File: config.mk
export PLATFORM = sky130hd
export DESIGN_NAME = minmax_scanner
export DESIGN_NICKNAME = d
export VERILOG_FILES = /design/src/rtl/minmax_scanner.sv
export SDC_FILE = /design/constraint.sdc
export NUM_CORES = 1
export LEC_CHECK = 0
export ABC_CLOCK_PERIOD_IN_PS = 7100
export BUFFER_PORTS_ARGS = -buffer_cell sky130_fd_sc_hd__buf_2
export CORE_MARGIN = 4
export CORE_UTILIZATION = 61
export DETAILED_ROUTE_END_ITERATION = 10
export PLACE_DENSITY_LB_ADDON = 0.05
export SETUP_SLACK_MARGIN = 0.1
export SLEW_MARGIN = 5
export SYNTH_ARGS = -nofsm -noshare
export SYNTH_HDL_FRONTEND = slang
export SYNTH_SLANG_ARGS = --single-unit
File: constraint.sdc
create_clock -name clk -period 7.1 [get_ports clk]
set_clock_uncertainty 0.05 [all_clocks]
set_input_delay 1.065 -clock clk [delete_from_list [all_inputs] [get_ports clk]]
set_output_delay 1.065 -clock clk [all_outputs]
set_load 0.05 [all_outputs]
File: src/rtl/minmax_scanner.sv
// -----------------------------------------------------------------------------
// minmax_scanner
//
// Scans an inclusive address range of a synchronous-read memory and returns
// the extreme value (max or min, signed or unsigned compare, chosen per run)
// together with the address where it first occurs.
//
// Ports:
//   clk          rising-edge clock
//   reset        synchronous, active-high reset
//   start        single-cycle request, only looked at in IDLE
//   mode_min     0 = find max, 1 = find min (latched at start)
//   is_signed    1 = two's-complement compare (latched at start)
//   first_addr   first address of the range (latched at start)
//   last_addr    last address of the range, inclusive (latched at start)
//   mem_addr     registered read address
//   mem_rd       read strobe, one cycle per element
//   mem_rdata    read data, valid RD_LAT cycles after mem_rd
//   busy         high while a scan is in progress
//   done         one-cycle pulse when the result is valid
//   err          set with done when first_addr > last_addr
//   result       extreme value, held until the next accepted start
//   result_addr  address of the extreme value, held likewise
// -----------------------------------------------------------------------------
module minmax_scanner #(
   parameter int DATA_W = 8,
   parameter int ADDR_W = 4,
   parameter int RD_LAT = 1
) (
   input  logic              clk,
   input  logic              reset,
   input  logic              start,
   input  logic              mode_min,
   input  logic              is_signed,
   input  logic [ADDR_W-1:0] first_addr,
   input  logic [ADDR_W-1:0] last_addr,
   output logic [ADDR_W-1:0] mem_addr,
   output logic              mem_rd,
   input  logic [DATA_W-1:0] mem_rdata,
   output logic              busy,
   output logic              done,
   output logic              err,
   output logic [DATA_W-1:0] result,
   output logic [ADDR_W-1:0] result_addr
);

   typedef enum logic [2:0] {
      S_IDLE  = 3'd0,
      S_ISSUE = 3'd1,
      S_WAIT  = 3'd2,
      S_CMP   = 3'd3,
      S_FIN   = 3'd4
   } state_t;

   // WAIT lasts RD_LAT-1 cycles; the counter is loaded with the number of
   // extra WAIT cycles still to go after the first one.
   localparam logic [1:0] LAT_INIT = (RD_LAT > 2) ? 2'(RD_LAT - 2) : 2'd0;

   state_t            state_r;
   logic [ADDR_W-1:0] cur_addr_r;
   logic [ADDR_W-1:0] first_r;
   logic [ADDR_W-1:0] last_r;
   logic              mode_min_r;
   logic              is_signed_r;
   logic [1:0]        lat_cnt_r;
   logic              upd_s;

   // Widen by one bit: sign bit copied for signed compares, zero otherwise.
   function automatic logic [DATA_W:0] ext_val(input logic [DATA_W-1:0] v,
                                               input logic sgn);
      return {sgn & v[DATA_W-1], v};
   endfunction

   // Strict compare of a candidate against the current best.
   function automatic logic is_better(input logic [DATA_W-1:0] cand,
                                      input logic [DATA_W-1:0] best,
                                      input logic mn,
                                      input logic sgn);
      logic signed [DATA_W:0] c_v;
      logic signed [DATA_W:0] b_v;
      c_v = ext_val(cand, sgn);
      b_v = ext_val(best, sgn);
      if (mn) begin
         return (c_v < b_v);
      end else begin
         return (c_v > b_v);
      end
   endfunction

   // Decide whether the element arriving in CMP replaces the stored extreme;
   // the first element of a range always loads.
   always_comb begin
      upd_s = 1'b0;
      if (cur_addr_r == first_r) begin
         upd_s = 1'b1;
      end else begin
         upd_s = is_better(mem_rdata, result, mode_min_r, is_signed_r);
      end
   end

   // Scan controller and datapath; every output is a register.
   always_ff @(posedge clk) begin
      if (reset) begin
         state_r     <= S_IDLE;
         cur_addr_r  <= '0;
         first_r     <= '0;
         last_r      <= '0;
         mode_min_r  <= 1'b0;
         is_signed_r <= 1'b0;
         lat_cnt_r   <= 2'd0;
         mem_addr    <= '0;
         mem_rd      <= 1'b0;
         busy        <= 1'b0;
         done        <= 1'b0;
         err         <= 1'b0;
         result      <= '0;
         result_addr <= '0;
      end else begin
         case (state_r)
            S_IDLE: begin
               if (start) begin
                  first_r     <= first_addr;
                  last_r      <= last_addr;
                  mode_min_r  <= mode_min;
                  is_signed_r <= is_signed;
                  cur_addr_r  <= first_addr;
                  result      <= '0;
                  result_addr <= '0;
                  if (first_addr > last_addr) begin
                     // Empty range: report straight away, no reads.
                     err     <= 1'b1;
                     done    <= 1'b1;
                     state_r <= S_FIN;
                  end else begin
                     err      <= 1'b0;
                     busy     <= 1'b1;
                     mem_rd   <= 1'b1;
                     mem_addr <= first_addr;
                     state_r  <= S_ISSUE;
                  end
               end else begin
                  state_r <= S_IDLE;
               end
            end

            S_ISSUE: begin
               mem_rd <= 1'b0;
               if (RD_LAT > 1) begin
                  lat_cnt_r <= LAT_INIT;
                  state_r   <= S_WAIT;
               end else begin
                  state_r <= S_CMP;
               end
            end

            S_WAIT: begin
               if (lat_cnt_r == 2'd0) begin
                  state_r <= S_CMP;
               end else begin
                  lat_cnt_r <= lat_cnt_r - 2'd1;
               end
            end

            S_CMP: begin
               if (upd_s) begin
                  result      <= mem_rdata;
                  result_addr <= cur_addr_r;
               end
               // Test for the end before incrementing so a range ending at
               // the top address never wraps.
               if (cur_addr_r == last_r) begin
                  busy    <= 1'b0;
                  done    <= 1'b1;
                  state_r <= S_FIN;
               end else begin
                  cur_addr_r <= cur_addr_r + ADDR_W'(1);
                  mem_addr   <= cur_addr_r + ADDR_W'(1);
                  mem_rd     <= 1'b1;
                  state_r    <= S_ISSUE;
               end
            end

            S_FIN: begin
               done    <= 1'b0;
               state_r <= S_IDLE;
            end

            default: begin
               state_r <= S_IDLE;
               mem_rd  <= 1'b0;
               busy    <= 1'b0;
               done    <= 1'b0;
            end
         endcase
      end
   end

endmodule

# Yosys cells after proc, flatten, opt, wreduce, memory -nomap -nowiden
# Index checks and enable logic that the tools add are counted.
# word_totals
in_bits	21
out_inout_bits	20
reg_bits	39
elab_cells	82
# op_classes
n_bitwise	6
reduce_logical	14
magnitude_cmp	3
addsub	2
n_mux	30
n_eq_ne	13
# op_table
operator	n
$mux 4	6
$pmux 4 s2	3
$mux 8	2
$pmux 8 s2	1
$reduce_and 4->1	4
$ne 2x2->1 const B	7
$mux 3	4
$pmux 3 s4	1
$mux 1	10
$gt 9x9->1	1
$lt 9x9->1	1
$pmux 1 s3	3
$eq 4x4->1	2
$eq 3x2->1 const B	2
$reduce_and 3->1	2
$add 4x1->4 const B	1
$gt 4x4->1	1
$not 1->1	4
$reduce_and 2->1	2
$reduce_or 2->1	2
$eq 3x1->1 const B	1
$eq 3x3->1 const B	1
$logic_not 3->1	1
$reduce_or 3->1	1
4 further kinds	5

# Depth between registers and ports, before layout
# Gate-level depths: netlist (run 1).
# depth
word_depth	6
ltp_mapped	9
ltp_nobuf	8

# Worst setup path after synthesis (run 1)
# No wires, ideal clock.
# synth_path
path_type	input-to-reg
from	input mem_rdata[2]
to	register result[0]
setup_slack_ns	4.177
arrival_ns	2.751
path_stages	8
setup_time_ns	0.122
required_time_ns	6.928
n_path_buf	1
cell_sequence	ha_1 a21oi_1 o21ai_1 a31oi_1 mux2i_4 buf_2 nor3_2 a311o_1
# synth_via
elab_chain_len	5
word_cells_on_any_way	6
cone_classes	order compare (2); eq/ne (1); mux (2); reduce/logical (1)
# synth_lines
item	line_no	source
start, declared	39	input logic [DATA_W-1:0] mem_rdata,
$gt 9x9->1 / $lt 9x9->1 (equally long branches)	86, 84	
$mux 1 (*)	83	if (mn) begin
$mux 1 (*)	94	if (cur_addr_r == first_r) begin
$ne 2x2->1 (no line) (*)	n/a	
$reduce_and 3->1 (no line) (*)	n/a	
end signal, assigned	166	result <= mem_rdata;
end, declared	43	output logic [DATA_W-1:0] result,
# Every way passes the cells marked *; elsewhere a longest branch is shown, timed or not.
# A chain may end at the register's enable or synchronous reset.

# Final worst setup path (run 1)
# layout_path
from	input mem_rdata[6]
to	register result_addr[0]
# layout_via
elab_chain_len	5
word_cells_on_any_way	6
cone_classes	order compare (2); eq/ne (1); mux (2); reduce/logical (1)
# layout_lines
item	line_no	source
$gt 9x9->1 / $lt 9x9->1 (equally long branches)	86, 84	
$mux 1 (*)	83	
$mux 1 (*)	94	
$ne 2x2->1 (no line) (*)	n/a	
$reduce_and 3->1 (no line) (*)	n/a	
end signal, assigned	167	result_addr <= cur_addr_r;
end, declared	44	output logic [ADDR_W-1:0] result_addr
# Marked as above.

==> impl_metrics.env, run 1 <==
export IMPL_routed_via_density=5.85
export IMPL_setup_viol=0
export IMPL_synthFlopType="dfxtp_1"
export IMPL_ys_seq_elements=39
export IMPL_synth_top_cells_by_count="47 x nand2_1, 39 x dfxtp_1, 22 x a21oi_1, 21 x inv_1, 18 x nor2_1"
export IMPL_dieArea_um2=5100
export IMPL_syn_area_um2=2450
export IMPL_crit_arrival_ns=3.34
export IMPL_postSynthAreaPerCell_um2=8.24
export IMPL_root_buffer="clkbuf_8"
export IMPL_ff2ff_path_depth=9
export IMPL_diodes=0
export IMPL_initial_core_util=0.651
export IMPL_powerDensity_nw_per_um2=270
export IMPL_slew_violations=0
export IMPL_io_pins=41
export IMPL_syn2layout_area_growth_pct=11.8
export IMPL_cts_inserted_buffers=5
export IMPL_fin_crit_ns=3.21
export IMPL_dr_first_iter_drc_count=152
export IMPL_synth_top_cell_area_share=0.318
export IMPL_power_uw=741
export IMPL_clock_path_buffers=2
export IMPL_cts_setup_buffers=0
export IMPL_finalWeightedCongestion=0.848
export IMPL_fp_dieH_um=71.4
export IMPL_grt_pass1_wl_um=8880
export IMPL_cts_clk_slew_worst_paths_ns=0.07
export IMPL_synth_top_cell_by_area="dfxtp_1"
export IMPL_yosys_top_cells_area="dfxtp_1 32%, nand2_1 7.2%, ha_1 7.1%"
export IMPL_ant_nets=0
export IMPL_hold_viol_final=0
export IMPL_synth_edf_count=0
export IMPL_cts_sinks=39
export IMPL_min_delay_start="first_r[3]"
export IMPL_ctsResizeCount=0
export IMPL_synthCells=298
export IMPL_endpoint_kind="flip-flop"
export IMPL_worst_r2r_endpoint="result_addr[0]"
export IMPL_wl_per_cell_um=14.5
export IMPL_reg2reg_from="result[6]"
export IMPL_grt_antenna_before_repair=0
export IMPL_fmax_ghz=0.312
export IMPL_firstDrtPassIters=4
export IMPL_leakage_uw=0.00109
export IMPL_slew_headroom=0.254
export IMPL_synth_most_common_cell="nand2_1"
export IMPL_hpwl_um=3830
export IMPL_ir_worst_vdd_uv=167
export IMPL_grt_max_degree=44
export IMPL_grt_setup_unrepaired="no"
export IMPL_worst_slew_pin_slew_ns=1.11
export IMPL_required_ns=7.23
export IMPL_crit_path_start_kind="primary input"
export IMPL_htreeDepth=2
export IMPL_wirelength_um=5420
export IMPL_yosysWarnings=0
export IMPL_die_x_um=71.4
export IMPL_rrSetupSlack_ns=4.35
export IMPL_ys_seq_area_frac=0.318
export IMPL_portBuffers=40
export IMPL_cp_endpoint="result_addr[0]"
export IMPL_grt_pass1_vias=1901
export IMPL_drc=0
export IMPL_path_max_fanout=12
export IMPL_core_um2=3770
export IMPL_syn_num_nets=333
export IMPL_cts_hold_fix_buffers=0
export IMPL_overflow=0
export IMPL_core_rowCount=22
export IMPL_final_nets=361
export IMPL_synth_cell_types=50
export IMPL_async_reset_ff_frac=0
export IMPL_critPathKind="in2reg"
export IMPL_max_cap_viol_count=0
export IMPL_hold_class="reg2reg"
export IMPL_grt_usage=0.215
export IMPL_drive_above_1_share=0.202
export IMPL_min_period_over_period=0.452
export IMPL_clkLatencyLatePin_ns=0.30
export IMPL_setup_worst_path_start="mem_rdata[6]"
export IMPL_vias=2192
export IMPL_status="complete, no violations"
export IMPL_tns_ns=0
export IMPL_cts_tree="done"
-- worst min path at each step --
stage,to,cells past startpoint
2_1_floorplan,first_r[0],2
3_3_place_gp,done,1
3_5_place_dp,first_r[3],2
4_1_cts,first_r[3],2
5_1_grt,last_r[0],2
6_report,first_r[3],2
-- registers in the layout, summed over array words and instances, names as in the netlist --
name         cells
busy             1
cur_addr_r       4
done             1
err              1
first_r          4
is_signed_r      1
last_r           4
lat_cnt_r        2
mem_addr         4
mem_rd           1
mode_min_r       1
result           8
result_addr      4
state_r          3
-- logic make-up (layout without fill, tap and decap cells) --
family                     count (synthesis)  after routing  share of synthesized area
and+or+nand+nor                          106            106                      0.208
xor gates and xnor gates                  13             13                     0.0464
AOI/OAI and AO/OA                         76             76                      0.245
DFF                                       39             39                      0.318
muxes                                      9              9                     0.0423
adders and majority gates                 14             14                     0.0714
buffers and inverters                     41             70                     0.0688
-- layout make-up --
| cell class | count | area [um^2] |
|---|---|---|
| clock buffer | 5 | 68.8 |
| inverter | 21 | 78.8 |
| tap | 48 | 60.1 |
| fill | 306 | 1030 |
| sequential | 39 | 781 |
| multi-input combinational | 218 | 1510 |
| clock inverter | 3 | 43.8 |
| timing repair buffer | 41 | 208 |
-- metal layers --
metal,global-route usage,share of wire,vias up
li1,-,-,1114
met1,0.313,0.49,1011
met2,0.314,0.44,63
met3,0.0491,0.059,4
met4,0.0647,0.0085,0
met5,0,0,-
-- cell usage in the layout (no fill, tap or decap), types with 5 or more instances in the layout --
master,n
mux2i_1,7
nand2_1,47
nor2_1,18
xnor2_1,11
a311o_1,6
a21o_1,8
inv_1,21
buf_2,40
o311ai_2,6
nand2b_1,6
a21oi_1,22
dfxtp_1,39
o311ai_1,10
o21ai_0,5
clkbuf_8,5
nand3_1,10
nand4_1,5
ha_1,14
-- where the power goes --
part	internal [uW]	switching, uW
Clock	105	81.0
Combinational	89.6	180
Sequential	250	35.3
-- worst max-delay path, cell delays in order --
cell	delay, ns
buf_2	0.11
ha_1	0.33
a21o_1	0.22
a22oi_2	0.16
mux2i_1	0.57
buf_4	0.25
or4b_4	0.26
nor3_1	0.08
a311o_1	0.29
-- stage by stage --
stage,setup slack (ns),hold WS [ns],utilization,cell area (um^2),std cells
floorplan,4.18,0.399,-,2450,298
global placement,3.70,0.401,0.698,2630,367
detailed placement,3.63,0.409,0.698,2630,367
CTS,3.93,0.419,0.728,2750,375
global route,3.75,0.436,0.728,2750,375
finish,3.89,0.418,0.728,2750,375
(Power assumes the default switching activity.)
==> inputs of run 2 (changes only) <==
- ABC_CLOCK_PERIOD_IN_PS: 7100 -> 2660
- CORE_UTILIZATION: 61 -> 51
- clock period: 7.1 -> 2.66 ns (I/O delays scaled with it)
==> run 2 against run 1 <==
  * Flip-flop and latch count unchanged
  * Clock-buffer cell count is 1 higher
  * Core utilization shrank 9.6 points
  * Cell area up 3.6%
  * Critical endpoint unchanged
  * Largest cell class unchanged
  * Highest routed layer unchanged
==> impl_metrics.env, run 2 (synthesized netlist as in run 1, its figures left out) <==
export IMPL_largest_reg_flops=8
export IMPL_cp_slowest_cell="or4b_4"
export IMPL_path_max_fanout=12
export IMPL_core_um2=4500
export IMPL_critPathKind="reg2reg"
export IMPL_crit_buf_inv=1
export IMPL_clkPwrFrac=0.253
export IMPL_grt_usage=0.197
export IMPL_syn2layout_area_growth_pct=15.9
export IMPL_ff2ff_path_depth=8
export IMPL_io_pins=41
export IMPL_drive_above_1_share=0.246
export IMPL_routed_via_density=5.56
export IMPL_p_sw_frac=0.392
export IMPL_cts_clk_slew_worst_paths_ns=0.08
export IMPL_overflow=0
export IMPL_slew_violations=0
export IMPL_core_rowCount=24
export IMPL_firstDrtPassIters=4
export IMPL_max_cap_viol_count=0
export IMPL_cp_depth=8
export IMPL_regMostFlops="result"
export IMPL_hpwl_um=4140
export IMPL_tns_ns=0
export IMPL_drc=0
export IMPL_placed_area_um2=2730
export IMPL_grt_pass1_vias=1959
export IMPL_status="complete, no violations"
export IMPL_dp_cells=382
export IMPL_grt_setup_unrepaired="no"
export IMPL_dieArea_um2=5990
export IMPL_nFillCells=408
export IMPL_min_delay_start="mode_min"
export IMPL_ant_nets=0
export IMPL_hold_end="mode_min_r"
export IMPL_min_period_over_period=0.899
export IMPL_worst_slew_pin_slew_ns=0.713
export IMPL_final_common_cell="nand2_1"
export IMPL_mostFrequentLayoutCells="47 x nand2_1, 40 x buf_2, 33 x dfxtp_1"
export IMPL_hold_class="in2reg"
export IMPL_instances_no_fill=390
export IMPL_die_x_um=77.4
export IMPL_fin_crit_ns=2.39
export IMPL_crit_arrival_ns=2.58
export IMPL_fp_dieH_um=77.4
export IMPL_cts_setup_buffers=0
export IMPL_setup_viol=0
export IMPL_clock_path_buffers=2
export IMPL_htreeDepth=2
export IMPL_cts_inserted_buffers=5
export IMPL_required_ns=2.85
export IMPL_intPower_uw=1250
export IMPL_cts_sinks=39
export IMPL_rrSetupSlack_ns=0.27
export IMPL_combPwrFrac=0.375
export IMPL_crit_path_start_kind="flip-flop"
export IMPL_endpoint_kind="flip-flop"
export IMPL_reg2reg_from="result[4]"
export IMPL_ir_worst_vdd_uv=322
export IMPL_root_buffer="clkbuf_8"
export IMPL_fmax_ghz=0.418
export IMPL_ctsResizeCount=0
export IMPL_portBuffers=40
export IMPL_final_nets=372
export IMPL_powerDensity_nw_per_um2=723
export IMPL_cts_tree="done"
export IMPL_wl_per_cell_um=14.9
export IMPL_critPathMaxStageDelay_ns=0.70
export IMPL_switching_power_uw=806
export IMPL_clkLatencyLatePin_ns=0.29
export IMPL_critical_path_top_delay_family="simple AND/OR/NAND/NOR gates"
export IMPL_dr_first_iter_drc_count=156
export IMPL_grt_pass1_wl_um=9720
export IMPL_crit_path_cell_trace="inv_1 > ha_1 > nand4_1 > o21bai_1 > o211ai_2 > or4b_4 > nor3_1 > a311o_1"
export IMPL_wirelength_um=5800
export IMPL_cts_hold_fix_buffers=0
export IMPL_final_area_um2=2850
export IMPL_slew_headroom=0.520
export IMPL_grt_antenna_before_repair=0
export IMPL_grt_max_degree=43
export IMPL_initial_core_util=0.545
export IMPL_leakage_uw=0.00115
export IMPL_hold_depth=3
export IMPL_vias=2169
export IMPL_finalWeightedCongestion=0.870
export IMPL_hold_viol_final=0
export IMPL_seqPwrFrac=0.372
export IMPL_diodes=0
export IMPL_worst_r2r_endpoint="result_addr[0]"
-- run 2: cell types whose count changed in the layout (fill, tap and decap cells not counted) --
cell | before | now
clkbuf_8 | 5 | 6
clkinv_4 | 1 | 0
dfxtp_2 | 0 | 6
buf_4 | 1 | 12
dfxtp_1 | 39 | 33
-- run 2: how the worst max path moves through the flow --
stage | to | from | slack [ns]
CTS | result_addr[0] | result[4] | 0.27
global route | result_addr[3] | result[2] | 0.12
detailed placement | result_addr[0] | mem_rdata[6] | 0.14
global placement | result_addr[0] | mem_rdata[6] | 0.16
floorplan | result[0] | result[5] | 0.13
finish | result_addr[0] | result[4] | 0.27
-- run 2: stage by stage --
stage	hold WS (ns)	worst slack [ns]	utilization	total power [uW]
after floorplan	0.399	0.134	-	1340
after global placement	0.406	0.160	0.606	1530
after detailed placement	0.408	0.140	0.606	1540
after CTS	0.291	0.275	0.632	2060
after global routing	0.304	0.119	0.632	2190
final	0.298	0.269	0.632	2060
-- run 2: layer usage --
metal | GRT usage | wire, um
met5 | 0 | 0
met4 | 0.0480 | 55
met3 | 0.0359 | 265
met2 | 0.286 | 2440
met1 | 0.299 | 3040
-- run 2: worst min-delay path, stage by stage --
cell     delay, ns
buf_2         0.09
nand2_1       0.05
a21oi_1       0.05
-- run 2: layout make-up --
| type | count | area, um^2 | area share |
|---|---|---|---|
| inverters | 21 | 78.8 | 0.0277 |
| clock buffers | 6 | 82.6 | 0.0290 |
| flip-flops and latches | 39 | 788 | 0.277 |
| clock inverters | 2 | 35.0 | 0.0123 |
| well taps | 52 | 65.1 | 0.0229 |
| multi-input cells | 218 | 1510 | 0.529 |
| repair buffers | 52 | 290 | 0.102 |
-- run 2: power groups by stage --
stage | Sequential [uW] | Combinational [uW] | Clock (uW)
final | 765 | 772 | 520
after global routing | 778 | 851 | 559
after CTS | 764 | 772 | 528
after detailed placement | 779 | 766 | 0
after global placement | 775 | 760 | 0
after floorplan | 847 | 488 | 0
